<file path="src/rtl/sdr_port_responder.sv">
// rtl/sdr_port_responder.sv - two-port toggle-handshake responder (cpu r/w, scn 2-word read) onto one memory backend
module sdr_port_responder #(
  parameter bit SCN_FIRST = 1'b1
) (
  input  logic        clk,
  input  logic        reset_n,
  input  logic [31:0] cpu_addr,
  input  logic [15:0] cpu_data,
  input  logic [1:0]  cpu_be,
  input  logic        cpu_rw,
  input  logic        cpu_req,
  output logic        cpu_ack,
  output logic [15:0] cpu_q,
  input  logic [31:0] scn_addr,
  input  logic        scn_req,
  output logic        scn_ack,
  output logic [31:0] scn_q,
  output logic        mem_req,
  output logic        mem_rw,
  output logic [31:0] mem_addr,
  output logic [15:0] mem_wdata,
  output logic [1:0]  mem_be,
  output logic        mem_burst2,
  input  logic        mem_ready,
  input  logic [15:0] mem_rdata,
  input  logic        mem_rvalid
);

  typedef enum logic [1:0] {S_IDLE, S_CMD, S_DATA, S_DONE} state_t;

  state_t      r_state, w_next;
  logic        r_sel_scn, r_prefer_scn, r_beat;
  logic        r_rw, r_mem_req, r_burst2;
  logic [31:0] r_addr;
  logic [15:0] r_wdata, r_lo, r_hi;
  logic [1:0]  r_be;
  logic        r_cpu_ack, r_scn_ack;
  logic [15:0] r_cpu_q;
  logic [31:0] r_scn_q;

  logic w_cpu_pend, w_scn_pend, w_grant_scn, w_accept, w_last_beat;
  logic w_unused;

  assign w_cpu_pend  = cpu_req ^ r_cpu_ack;
  assign w_scn_pend  = scn_req ^ r_scn_ack;
  assign w_grant_scn = w_scn_pend && (!w_cpu_pend || r_prefer_scn);
  // First CMD cycle only launches mem_req; acceptance needs it already visible.
  assign w_accept    = r_mem_req && mem_ready;
  assign w_last_beat = mem_rvalid && (!r_sel_scn || r_beat);
  assign w_unused    = ^{cpu_addr[0], scn_addr[1:0]};

  always_comb begin
    w_next = r_state;
    case (r_state)
      S_IDLE: begin
        if (w_cpu_pend || w_scn_pend) begin
          if (!w_grant_scn && !cpu_rw && (cpu_be == 2'b00))
            w_next = S_DONE;
          else
            w_next = S_CMD;
        end
      end
      S_CMD:   if (w_accept) w_next = r_rw ? S_DATA : S_DONE;
      S_DATA:  if (w_last_beat) w_next = S_DONE;
      S_DONE:  w_next = S_IDLE;
      default: w_next = S_IDLE;
    endcase
  end

  always_ff @(posedge clk) begin
    if (!reset_n) begin
      r_state      <= S_IDLE;
      r_sel_scn    <= 1'b0;
      r_prefer_scn <= SCN_FIRST;
      r_beat       <= 1'b0;
      r_rw         <= 1'b1;
      r_mem_req    <= 1'b0;
      r_burst2     <= 1'b0;
      r_addr       <= 32'd0;
      r_wdata      <= 16'd0;
      r_be         <= 2'b00;
      r_lo         <= 16'd0;
      r_hi         <= 16'd0;
      r_cpu_ack    <= 1'b0;
      r_scn_ack    <= 1'b0;
      r_cpu_q      <= 16'd0;
      r_scn_q      <= 32'd0;
    end else begin
      r_state   <= w_next;
      r_mem_req <= (r_state == S_CMD) && !w_accept;
      case (r_state)
        S_IDLE: begin
          r_beat <= 1'b0;
          if (w_cpu_pend || w_scn_pend) begin
            r_sel_scn <= w_grant_scn;
            // Tie-break alternates between the two most recent tie winners.
            if (w_cpu_pend && w_scn_pend) r_prefer_scn <= !w_grant_scn;
            if (w_grant_scn) begin
              r_addr   <= {scn_addr[31:2], 2'b00};
              r_rw     <= 1'b1;
              r_be     <= 2'b11;
              r_burst2 <= 1'b1;
            end else begin
              r_addr   <= {cpu_addr[31:1], 1'b0};
              r_rw     <= cpu_rw;
              r_be     <= cpu_be;
              r_wdata  <= cpu_data;
              r_burst2 <= 1'b0;
            end
          end
        end
        S_DATA: begin
          if (mem_rvalid) begin
            if (!r_beat) r_lo <= mem_rdata;
            else         r_hi <= mem_rdata;
            r_beat <= 1'b1;
          end
        end
        S_DONE: begin
          if (r_sel_scn) begin
            r_scn_ack <= ~r_scn_ack;
            r_scn_q   <= {r_hi, r_lo};
          end else begin
            r_cpu_ack <= ~r_cpu_ack;
            if (r_rw) r_cpu_q <= r_lo;
          end
        end
        default: ;
      endcase
    end
  end

  assign cpu_ack    = r_cpu_ack;
  assign scn_ack    = r_scn_ack;
  assign cpu_q      = r_cpu_q;
  assign scn_q      = r_scn_q;
  assign mem_req    = r_mem_req;
  assign mem_rw     = r_rw;
  assign mem_addr   = r_addr;
  assign mem_wdata  = r_wdata;
  assign mem_be     = r_be;
  assign mem_burst2 = r_burst2;

endmodule

</file>
<file path="config.mk">
export PLATFORM = sky130hd
export DESIGN_NAME = sdr_port_responder
export DESIGN_NICKNAME = d
export VERILOG_FILES = /design/src/rtl/sdr_port_responder.sv
export SDC_FILE = /design/constraint.sdc
export NUM_CORES = 1
export LEC_CHECK = 0
export ABC_CLOCK_PERIOD_IN_PS = 2500
export BUFFER_PORTS_ARGS = -buffer_cell sky130_fd_sc_hd__buf_2
export CORE_ASPECT_RATIO = 0.6
export CORE_MARGIN = 2
export CORE_UTILIZATION = 34
export CTS_CLUSTER_SIZE = 8
export DETAILED_ROUTE_END_ITERATION = 6
export PLACE_DENSITY = 0.59
export SLEW_MARGIN = 20
export SYNTH_ARGS = -nofsm -noshare
export SYNTH_HDL_FRONTEND = slang
export SYNTH_SLANG_ARGS = --single-unit
export TNS_END_PERCENT = 100
</file>
<file path="constraint.sdc">
create_clock -name clk -period 2.5 [get_ports clk]
set_input_delay 0.25 -clock clk [delete_from_list [all_inputs] [get_ports clk]]
set_output_delay 0.25 -clock clk [all_outputs]
set_load 0.01 [all_outputs]
</file>
==> out/metrics.cfg <==
[route]
ant_nets=0
postRouteWirelength_um=14800
wl_per_cell_um=15.0
route.detailed.drc=0
drt-pass1-iter-count=5
drtIter0Drc=197
vias=4696
via_per_inst=4.76

[timing]
maxSlewViolCount=0
period_share_pct=78.6
period_minus_slack_ns=1.97
timing.hold.ws_ns=0.0617
setup_violations=0
max_freq_mhz=509
max_slew.worst_pin.slew_ns=0.762
clock_skew_ns=0.0122
relSlewSlack_pct=49.0
setup_ws_ns=0.535
hold_viol_final=0
tns_ns=0
rsz0062_at_grt=no

[cts]
cts_buffers=17
clkLatencyLatePin_ns=0.41
cts_tree=yes
clk_pin_slew_ns=0.06
cts-root-buf=clkbuf_16
cts_buffer_depth=2
clock-sinks=138
ctsResizeCount=0
holdBufCountCts=0
post_cts_buffers=0
h-tree-depth=4

[power_and_ir_drop]
p_leak_uw=0.00307
switchingPower_uw=1990
power.density_nw_per_um2=920
ir_drop_mv=0.408
clockPowerShare_pct=38.5
switching_share_pct=30.3
seqPwrFrac_pct=40.2
combPwrFrac_pct=21.2
p_int_uw=4580

[synthesis]
syn_avg_cell_area_um2=9.29
yosysWarnings=0
syn_nets=691
async_flop_share_pct=0
synth.most_common_cell=nand2_1
ys_seq_area_share_pct=51.1
synth_top_cell_by_area=dfxtp_1
synthCells=582
synth_ff_type=dfxtp_1
netlist_top_cells_area=dfxtp_1, nand2_1, a21boi_0, a221o_1, mux2i_1
ys_ff_latch=138
netlist-cell-type-count=39
synth-edff-count=0
yosysTopAreaCellShare_pct=51.1
syn_area_um2=5410
synth_commonest_cells=nand2_1, dfxtp_1, a21boi_0

[worst_setup_path]
crit_buf_inv=2
crit_path_start_kind=register
path_cells=inv_1, ha_1, inv_1, or4_2, nand4b_1, a21oi_1
cp.arrival_ns=2.25
cp_common_cell=inv_1
crit_type=register to register
endpoint_kind=register
crit_family=simple AND/OR/NAND/NOR gates
crit_fanout=9
critPathSlowestCell=or4_2
cp.required_ns=2.78
slowest_delay_ns=0.68

[worst_hold_path]
hold_path.class=input port to register

[grt]
grt_overflow=0
grt_max_degree=85
grt_pass1_vias=4604
grt_use_met3_pct=4.49
antenna_found_initial=0
use_met1_pct=24.0
grt_usage_pct=16.9
grt_pass1_wl_um=23100
grt.busiest_layer=met2
met2_usage_pct=25.3

[floorplanning]
start_util_pct=35.0
die-width_um=167
core-area_um2=15500
io_pins=208
fp.dieH_um=102
dieArea_um2=17000
rows=35

[job]
max_cap_violations=0

[layout]
areaGrowthSynthToFinish_pct=32.0
nets=880
drive_above_1_share_pct=34.1
fillers=1497
antennaDiodeCount=0

[outcome]
outcome=completed

[place]
port-buffer-count=203
pre_cts_slack_ns=0.181
finalWeightedCongestion=0.794
dp_hpwl_um=10500

[layout by cell type, fill, tap and decap left out, drive strengths merged, types with 3 or more instances in the layout]
master    netlist  routed
a211oi          3       3
nand3           3       3
a221o          30      30
clkbuf         30      18
dfxtp         138     138
a21boi         84      84
nand2         168     168
xor2            4       4
o21ai           6       6
nor2            4       4
buf            10     210
a21oi           4       4
and2           35      35
inv             6      13
ha              4       4
clkinvlp        0       3
nor2b          19      19
mux2i          16      16
[metrics by stage]
stage | power, uW | instances | instance area [um2] | util [%]
final | 6570 | 987 | 7140 | 46.2
after global routing | 6910 | 987 | 7140 | 46.2
after CTS | 6640 | 987 | 7130 | 46.1
after detailed placement | 4080 | 955 | 6540 | 42.3
after global placement | 4030 | 955 | 6540 | 42.3
after floorplan | 3610 | 582 | 5410 | -
[final timing paths]
kind	start	end	slack, ns	depth (start not counted)
setup / recovery	r_state[1]	r_state[1]	0.53	6
hold / removal	scn_addr[22]	mem_addr[22]	0.06	2
setup reg to reg	r_state[1]	r_state[1]	0.53	6
hold reg to reg	r_hi[10]	r_hi[10]	0.46	2
[flip-flops by register name, indices dropped and copies added (netlist names)]
name	flops
cpu_ack	1
cpu_q	16
mem_addr	31
mem_be	2
mem_req	1
mem_rw	1
mem_wdata	16
r_beat	1
r_hi	16
r_lo	16
r_prefer_scn	1
r_sel_scn	1
r_state	2
scn_ack	1
scn_q	32
[cell type report]
type	count	area, um2	share of cell area, %
Clock buffer	18	429	6.01
Inverter	6	22.5	0.316
Multi-Input combinational cell	398	2440	34.2
Sequential cell	138	2760	38.7
Timing Repair Buffer	210	1070	15.0
Tap cell	203	254	3.56
Clock inverter	14	160	2.24
[power groups by stage]
stage                     clock network (uW)  registers [uW]  logic [uW]
final                                   2530            2640        1390
after detailed placement                   0            2680        1400
after floorplan                            0            2760         849
after global placement                     0            2670        1360
after CTS                               2600            2640        1400
after global routing                    2690            2670        1540
[logic make-up (layout without fill, tap and decap cells)]
family | after synthesis | after routing | share of synthesized area (%)
compound gates | 134 | 134 | 19.7
other cells | 1 | 1 | 0.0694
buf+inv | 46 | 248 | 4.14
xor+xnor | 6 | 6 | 1.11
simple gates | 237 | 237 | 20.0
flops | 138 | 138 | 51.1
mux | 16 | 16 | 2.96
fa+ha+maj | 4 | 4 | 0.926
[layer usage]
layer  share of wire, %  up-vias
met5                  0        -
met3                6.2       17
li1                   -     2335
met1                 50     2191
met2                 43      153
met4                1.4        0
Note: power is estimated with default switching activity, not from simulation.
